--- config.mk ---
export PLATFORM = sky130hd
export DESIGN_NAME = multdiv_sequencer_flat
export DESIGN_NICKNAME = d
export VERILOG_FILES = /design/src/rtl/multdiv_sequencer_if.sv /design/src/rtl/multdiv_sequencer.sv /design/src/flat_wrapper.sv
export SDC_FILE = /design/constraint.sdc
export NUM_CORES = 1
export LEC_CHECK = 0
export ABC_AREA = 1
export ABC_CLOCK_PERIOD_IN_PS = 2600
export BUFFER_PORTS_ARGS = -buffer_cell sky130_fd_sc_hd__buf_2
export CAP_MARGIN = 40
export CORE_AREA = 3 3 155 157
export CTS_CLUSTER_DIAMETER = 40
export DETAILED_ROUTE_END_ITERATION = 8
export DIE_AREA = 0 0 158 160
export GPL_ROUTABILITY_DRIVEN = 0
export SLEW_MARGIN = 20
export SYNTH_ARGS = -nofsm -noshare
export SYNTH_HDL_FRONTEND = slang
export SYNTH_SLANG_ARGS = --single-unit
--- constraint.sdc ---
create_clock -name clk -period 2.6 [get_ports clk]
set_input_delay 0.52 -clock clk [delete_from_list [all_inputs] [get_ports clk]]
set_output_delay 0.52 -clock clk [all_outputs]
set_load 0.005 [all_outputs]
--- src/rtl/multdiv_sequencer_if.sv ---
// Bundle between EXE, the HI/LO sequencer and the multiply/divide cores.
// master: the sequencer; slave: EXE plus the datapath cores.
interface multdiv_sequencer_if;
    logic        op_valid;
    logic [2:0]  op_code;
    logic [31:0] op_a;
    logic [31:0] op_b;
    logic        ex_hold;
    logic        flush;
    logic        mul_start;
    logic        mul_signed;
    logic [31:0] mul_a;
    logic [31:0] mul_b;
    logic [63:0] mul_prod;
    logic        div_req_valid;
    logic        div_req_ready;
    logic        div_signed;
    logic [31:0] div_dividend;
    logic [31:0] div_divisor;
    logic        div_resp_valid;
    logic [31:0] div_quot;
    logic [31:0] div_rem;
    logic [31:0] hi_o;
    logic [31:0] lo_o;
    logic        stall_o;
    logic        busy_o;

    modport master (
        input  op_valid, op_code, op_a, op_b, ex_hold, flush,
        input  mul_prod, div_req_ready,
        input  div_resp_valid, div_quot, div_rem,
        output mul_start, mul_signed, mul_a, mul_b,
        output div_req_valid, div_signed,
        output div_dividend, div_divisor,
        output hi_o, lo_o, stall_o, busy_o
    );

    modport slave (
        output op_valid, op_code, op_a, op_b, ex_hold, flush,
        output mul_prod, div_req_ready,
        output div_resp_valid, div_quot, div_rem,
        input  mul_start, mul_signed, mul_a, mul_b,
        input  div_req_valid, div_signed,
        input  div_dividend, div_divisor,
        input  hi_o, lo_o, stall_o, busy_o
    );
endinterface

--- src/rtl/multdiv_sequencer.sv ---
// HI/LO sequencer: launches the multiplier or divider core, owns HI/LO,
// stalls EXE until commit and drains divides killed by a flush.
module multdiv_sequencer #(
    parameter int unsigned MUL_LAT = 2
) (
    input logic                 clk,
    input logic                 rst,
    multdiv_sequencer_if.master bus
);

    typedef enum logic [2:0] {
        IDLE,
        MUL_WAIT,
        DIV_REQ,
        DIV_WAIT,
        DRAIN,
        DONE
    } state_t;

    localparam logic [2:0] LAT = 3'(MUL_LAT);

    state_t      state;
    state_t      state_nxt;
    logic [2:0]  cnt;
    logic [31:0] hi_q;
    logic [31:0] lo_q;
    logic [31:0] dvd_q;
    logic [31:0] dvs_q;
    logic        dsg_q;

    logic is_mul;
    logic is_div;
    logic is_mt;
    logic accept;
    logic hs;
    logic mul_done;
    logic mul_commit;
    logic div_commit;
    logic commit;
    logic md_op;
    logic wait_st;

    assign is_mul     = (bus.op_code == 3'd0) || (bus.op_code == 3'd1);
    assign is_div     = (bus.op_code == 3'd2) || (bus.op_code == 3'd3);
    assign is_mt      = (bus.op_code == 3'd4) || (bus.op_code == 3'd5);
    assign accept     = (state == IDLE) && bus.op_valid && !bus.flush;
    assign hs         = (state == DIV_REQ) && bus.div_req_ready;
    assign mul_done   = (state == MUL_WAIT) && (cnt == LAT);
    assign mul_commit = mul_done && !bus.flush;
    assign div_commit = (state == DIV_WAIT) && bus.div_resp_valid
                        && !bus.flush;
    assign commit     = mul_commit || div_commit;
    assign md_op      = bus.op_valid && (is_mul || is_div) && !bus.flush;
    assign wait_st    = (state == IDLE) || (state == MUL_WAIT)
                        || (state == DIV_REQ) || (state == DIV_WAIT);

    always_ff @(posedge clk or negedge rst) begin
        if (!rst) state <= IDLE;
        else      state <= state_nxt;
    end

    always_comb begin
        state_nxt = state;
        unique case (state)
            IDLE: begin
                if (accept && is_mul)      state_nxt = MUL_WAIT;
                else if (accept && is_div) state_nxt = DIV_REQ;
            end
            MUL_WAIT: begin
                if (bus.flush)    state_nxt = IDLE;
                else if (mul_done) state_nxt = bus.ex_hold ? DONE : IDLE;
            end
            DIV_REQ: begin
                if (hs)             state_nxt = bus.flush ? DRAIN : DIV_WAIT;
                else if (bus.flush) state_nxt = IDLE;
            end
            DIV_WAIT: begin
                if (bus.flush)
                    state_nxt = bus.div_resp_valid ? IDLE : DRAIN;
                else if (bus.div_resp_valid)
                    state_nxt = bus.ex_hold ? DONE : IDLE;
            end
            // The killed divide must still retire from the core.
            DRAIN: begin
                if (bus.div_resp_valid) state_nxt = IDLE;
            end
            DONE: begin
                if (bus.flush || !bus.ex_hold) state_nxt = IDLE;
            end
            default: state_nxt = IDLE;
        endcase
    end

    always_comb begin
        bus.mul_start     = 1'b0;
        bus.mul_signed    = 1'b0;
        bus.mul_a         = '0;
        bus.mul_b         = '0;
        bus.div_req_valid = (state == DIV_REQ);
        bus.busy_o        = (state != IDLE);
        bus.stall_o       = (md_op && ((wait_st && !commit)
                            || (state == DRAIN)))
                            || (bus.op_valid && is_mt && (state == DRAIN));
        if (accept && is_mul) begin
            bus.mul_start  = 1'b1;
            bus.mul_signed = (bus.op_code == 3'd0);
            bus.mul_a      = bus.op_a;
            bus.mul_b      = bus.op_b;
        end
    end

    always_ff @(posedge clk or negedge rst) begin
        if (!rst)                     cnt <= '0;
        else if (accept && is_mul)    cnt <= 3'd1;
        else if (state_nxt == MUL_WAIT) cnt <= cnt + 3'd1;
        else                          cnt <= '0;
    end

    always_ff @(posedge clk or negedge rst) begin
        if (!rst) begin
            dvd_q <= '0;
            dvs_q <= '0;
            dsg_q <= 1'b0;
        end else if (accept && is_div) begin
            dvd_q <= bus.op_a;
            dvs_q <= bus.op_b;
            dsg_q <= (bus.op_code == 3'd2);
        end
    end

    always_ff @(posedge clk or negedge rst) begin
        if (!rst) begin
            hi_q <= '0;
            lo_q <= '0;
        end else begin
            unique case (1'b1)
                mul_commit: begin
                    hi_q <= bus.mul_prod[63:32];
                    lo_q <= bus.mul_prod[31:0];
                end
                div_commit: begin
                    hi_q <= bus.div_rem;
                    lo_q <= bus.div_quot;
                end
                (accept && bus.op_code == 3'd4): hi_q <= bus.op_a;
                (accept && bus.op_code == 3'd5): lo_q <= bus.op_a;
                default: ;
            endcase
        end
    end

    assign bus.div_signed   = dsg_q;
    assign bus.div_dividend = dvd_q;
    assign bus.div_divisor  = dvs_q;
    assign bus.hi_o         = hi_q;
    assign bus.lo_o         = lo_q;

endmodule
--- src/flat_wrapper.sv ---
// flat-port wrapper written by rule: the top's interface ports become plain ports
module multdiv_sequencer_flat 
#(
    parameter int unsigned MUL_LAT = 2
)
  (clk, rst, bus_op_valid, bus_op_code, bus_op_a, bus_op_b, bus_ex_hold, bus_flush, bus_mul_prod, bus_div_req_ready, bus_div_resp_valid, bus_div_quot, bus_div_rem, bus_mul_start, bus_mul_signed, bus_mul_a, bus_mul_b, bus_div_req_valid, bus_div_signed, bus_div_dividend, bus_div_divisor, bus_hi_o, bus_lo_o, bus_stall_o, bus_busy_o);
  multdiv_sequencer_if bus_i ();
  input logic clk;
  input logic rst;
  input wire logic [$bits(bus_i.op_valid)-1:0] bus_op_valid;
  input wire logic [$bits(bus_i.op_code)-1:0] bus_op_code;
  input wire logic [$bits(bus_i.op_a)-1:0] bus_op_a;
  input wire logic [$bits(bus_i.op_b)-1:0] bus_op_b;
  input wire logic [$bits(bus_i.ex_hold)-1:0] bus_ex_hold;
  input wire logic [$bits(bus_i.flush)-1:0] bus_flush;
  input wire logic [$bits(bus_i.mul_prod)-1:0] bus_mul_prod;
  input wire logic [$bits(bus_i.div_req_ready)-1:0] bus_div_req_ready;
  input wire logic [$bits(bus_i.div_resp_valid)-1:0] bus_div_resp_valid;
  input wire logic [$bits(bus_i.div_quot)-1:0] bus_div_quot;
  input wire logic [$bits(bus_i.div_rem)-1:0] bus_div_rem;
  output wire logic [$bits(bus_i.mul_start)-1:0] bus_mul_start;
  output wire logic [$bits(bus_i.mul_signed)-1:0] bus_mul_signed;
  output wire logic [$bits(bus_i.mul_a)-1:0] bus_mul_a;
  output wire logic [$bits(bus_i.mul_b)-1:0] bus_mul_b;
  output wire logic [$bits(bus_i.div_req_valid)-1:0] bus_div_req_valid;
  output wire logic [$bits(bus_i.div_signed)-1:0] bus_div_signed;
  output wire logic [$bits(bus_i.div_dividend)-1:0] bus_div_dividend;
  output wire logic [$bits(bus_i.div_divisor)-1:0] bus_div_divisor;
  output wire logic [$bits(bus_i.hi_o)-1:0] bus_hi_o;
  output wire logic [$bits(bus_i.lo_o)-1:0] bus_lo_o;
  output wire logic [$bits(bus_i.stall_o)-1:0] bus_stall_o;
  output wire logic [$bits(bus_i.busy_o)-1:0] bus_busy_o;
  assign bus_i.op_valid = bus_op_valid;
  assign bus_i.op_code = bus_op_code;
  assign bus_i.op_a = bus_op_a;
  assign bus_i.op_b = bus_op_b;
  assign bus_i.ex_hold = bus_ex_hold;
  assign bus_i.flush = bus_flush;
  assign bus_i.mul_prod = bus_mul_prod;
  assign bus_i.div_req_ready = bus_div_req_ready;
  assign bus_i.div_resp_valid = bus_div_resp_valid;
  assign bus_i.div_quot = bus_div_quot;
  assign bus_i.div_rem = bus_div_rem;
  assign bus_mul_start = bus_i.mul_start;
  assign bus_mul_signed = bus_i.mul_signed;
  assign bus_mul_a = bus_i.mul_a;
  assign bus_mul_b = bus_i.mul_b;
  assign bus_div_req_valid = bus_i.div_req_valid;
  assign bus_div_signed = bus_i.div_signed;
  assign bus_div_dividend = bus_i.div_dividend;
  assign bus_div_divisor = bus_i.div_divisor;
  assign bus_hi_o = bus_i.hi_o;
  assign bus_lo_o = bus_i.lo_o;
  assign bus_stall_o = bus_i.stall_o;
  assign bus_busy_o = bus_i.busy_o;
  multdiv_sequencer #(.MUL_LAT(MUL_LAT)) u_core (.clk(clk), .rst(rst), .bus(bus_i));
endmodule
==> summary.md <==
| Metric | Value |
|---|---|
| Run status | completed |
| Antenna viol nets, final | 0 |
| Core box area | 22600 sq um |
| Syn Area/Cell | around 7.9 sq um |
| I/O pin total | 400 |
| Largest net degree at the start of global routing | 87 |
| Sequential share of the synthesized area | between 40% and 50% |
| Cells after synthesis | 857 |
| Drt wl/cell | 17.7 microns |
| Sink Count | roughly 140 |
| Reg2reg setup slack | approximately 0.66 ns |
| Global route total overflow | 0 |
| Worst EP arrival | 1.96 ns |
| Register area | 3380 sq um |
| Final setup vio count | 0 |
| Fmax | between 400 and 500 MHz |
| Worst Path Buf+Inv | 2 |
| Final TNS setup | 0 ns |
| Drt total wl | 27300 microns |
| Ys Warns | 0 |
| Slew Limit Fails | 0 |
| CTS buffer count | 17 |
| Setup Crit Path Kind | register to primary output |
| Max-cap violations | 0 |
| Yosys reg bits | 135 |
| Die width | 158 microns |
| R2R Path End | u_core.bus.lo_o[31]$_DFFE_PN0P_ |
| Tmin final | 2.48 ns |
| Crit-path max FO | 8 |
| Site Rows | 55 |
| Post-detail-place hpwl | 20100 microns |
| Port bufs | 399 |
| H-tree levels | 4 |
| Worst-Skew Late Latency | 0.42 ns |
| Cells on worst reg2reg path | 7 |
| TritonCTS clock tree | built |
| Nets | 1444 |
| Fraction of layout cells with a size suffix above 1 | 37.5% |
| Leak Pwr | around 5.2 nW |
| Critical path's slowest cell | dfrtp_1 |
| Initial Util | 29.8% |
| Type of origin of the critical path | register |
| Clock root buffer | clkbuf_16 |
| Initial antenna violation count | 0 |
| Crit path required time | 2.08 ns |
| Synth top area share | between 40% and 50% |
| Area contributors post-synth | dfrtp_1, nor2_1, o22a_1, a21oi_1, nand2_1 |
| Multi-input combinational cell area | 2800 sq um |
| Die H | 160 microns |
| Routed vias | 7295 |
| Kind of cell adding the most delay to the critical path | simple AND/OR/NAND/NOR gates |
| Mapped Area | 6760 sq um |
| Drt pass-1 iters | 5 |
| Distinct cell type count after synthesis | 30 |
| Critical path's largest stage delay | about 0.38 ns |
| # diodes | 0 |
| Hold WC Path Type | input port to asynchronous set/reset pin |
| PD cells | 800 nW/um^2 |
| Skew final | 0.0122 ns |
| Worst r2r src | u_core.state[0]$_DFF_PN0_ |
| CTS clk-pin slew, worst paths | 0.07 ns |
| Unrepaired setup endpoints after global routing | no |
| Fill count | 2339 |
| Period utilisation layout | 95.4% |
| Slew HR | 60.5% |
| Critical Path, Cell by Cell | inv_1, ha_1, nand2_1, nor2_1, nand2_4, a31oi_1, a21oi_1, buf_2 |
| Area grow syn2layout | 43.0% |
| Mapped Nets | 1061 |
| Die area | 25300 sq um |
| Worst slew pin tran | 0.592 ns |
| Post-synth top area cell | dfrtp_1 |
| First-pass GRT wire length | 40500 microns |
| Hold-fix buffers at CTS | 0 |
| Via density per instance | around 4.7 |
| Initial DRC Count | 488 |
| DRC violation count after routing | 0 |
| Min Hold Slack | 0.0793 ns |
| Max rail drop VDD | approximately 0.36 mV |
| Clock buffer depth | 2 |
| Final Hold Fails | 0 |
| Vias in the first global route | 7104 |
| Total GRT Usage | 20.7% |
| Setup crit end kind | primary output |
-- Yosys cell counts --
| cell | number |
|---|---|
| nor2_1 | 266 |
| dfrtp_1 | 135 |
| nand2_1 | 83 |
| a21oi_1 | 78 |
| inv_1 | 75 |
| o21ai_0 | 62 |
| o22a_1 | 51 |
| buf_2 | 27 |
| nand3_1 | 21 |
| clkbuf_1 | 11 |
| buf_4 | 10 |
| inv_2 | 6 |
| nand4_1 | 4 |
| nor2_4 | 4 |
| a31oi_1 | 2 |
| buf_1 | 2 |
| buf_6 | 2 |
| ha_1 | 2 |
| nand2_2 | 2 |
| nand2_4 | 2 |
| nand3_2 | 2 |
| nand3b_1 | 2 |
| clkbuf_2 | 1 |
| inv_4 | 1 |
| nor2_2 | 1 |
| nor3_1 | 1 |
| nor3_2 | 1 |
| o211ai_1 | 1 |
| o21ai_1 | 1 |
| xnor2_1 | 1 |
-- per-layer routing --
layer	GRT usage [%]	up-vias	routed length (microns)
met5	0	-	0
li1	-	3517	-
met4	5.01	0	334
met1	25.0	3434	11100
met3	6.02	19	2350
met2	36.0	325	13400
-- cells by family after synthesis --
family                   count (synthesis)  share of synthesized area, %
AO/OA/AOI/OAI                          195                          17.3
XOR/XNOR                                 1                         0.130
adder cells (fa/ha/maj)                  2                         0.370
buffers and inverters                  135                          8.83
flip-flops                             135                          50.0
AND/OR/NAND/NOR                        389                          23.3
-- worst max path at each step --
stage	from	end	slack [ns]	cells after the start
2_1_floorplan	bus_op_code[2]	bus_mul_b[22]	0.65	6
3_3_place_gp	bus_flush	bus_mul_a[21]	0.34	8
3_5_place_dp	bus_flush	bus_mul_a[7]	0.27	8
4_1_cts	u_core.state[0]$_DFF_PN0_	bus_mul_a[7]	0.06	7
5_1_grt	u_core.cnt[0]$_DFF_PN0_	bus_stall_o	0.005	8
6_report	u_core.cnt[0]$_DFF_PN0_	bus_stall_o	0.12	8
-- stage by stage --
stage	utilization (%)	std cells	setup slack (ns)	power, mW	area (sq um)
6_report	42.7	1538	0.119	7.73	9660
5_1_grt	42.7	1538	0.00485	8.22	9660
4_1_cts	42.6	1538	0.0626	7.83	9650
3_5_place_dp	40.0	1506	0.269	5.37	9060
3_3_place_gp	40.0	1506	0.338	5.33	9060
2_1_floorplan	-	857	0.646	4.10	6760
-- what timing repair did --
item | 4_1_cts | 5_1_grt
buffers inserted | 0 | 0
resized for setup | 0 | 5
endpoints found under the setup margin | 0 | 55
-- cell type report --
type,count,share of cell area (%)
inverters,82,3.24
multi-input cells,587,28.9
repair buffers,417,23.1
flip-flops and latches,135,35.0
clock inverters,13,1.41
well taps,285,3.69
clock buffers,19,4.69
-- state kept, by name, indices dropped and copies added, names as in the netlist --
| name | count |
|---|---|
| u_core.bus.lo_o | 32 |
| u_core.bus.div_dividend | 32 |
| u_core.state | 3 |
| u_core.cnt | 3 |
| u_core.bus.div_divisor | 32 |
| u_core.bus.div_signed | 1 |
| u_core.bus.hi_o | 32 |
-- report_power, final --
group,leakage [nW],total [mW],internal (mW),switching [mW]
combinational,3.32,2.10,1.09,1.00
clock,0.287,2.42,1.40,1.02
sequential,1.57,3.21,2.82,0.389
-- layout by cell type, fill, tap and decap left out, types with 3 or more instances in the layout --
cell type / instances
a21oi_1: 78
buf_12: 7
buf_2: 398
buf_4: 10
clkbuf_16: 17
clkinv_4: 6
dfrtp_1: 134
inv_1: 75
inv_2: 5
inv_6: 4
nand2_1: 83
nand2_4: 3
nand3_1: 21
nand4_1: 4
nor2_1: 265
nor2_4: 4
o21ai_0: 62
o22a_1: 51
Power figures use the tool's default switching activity.
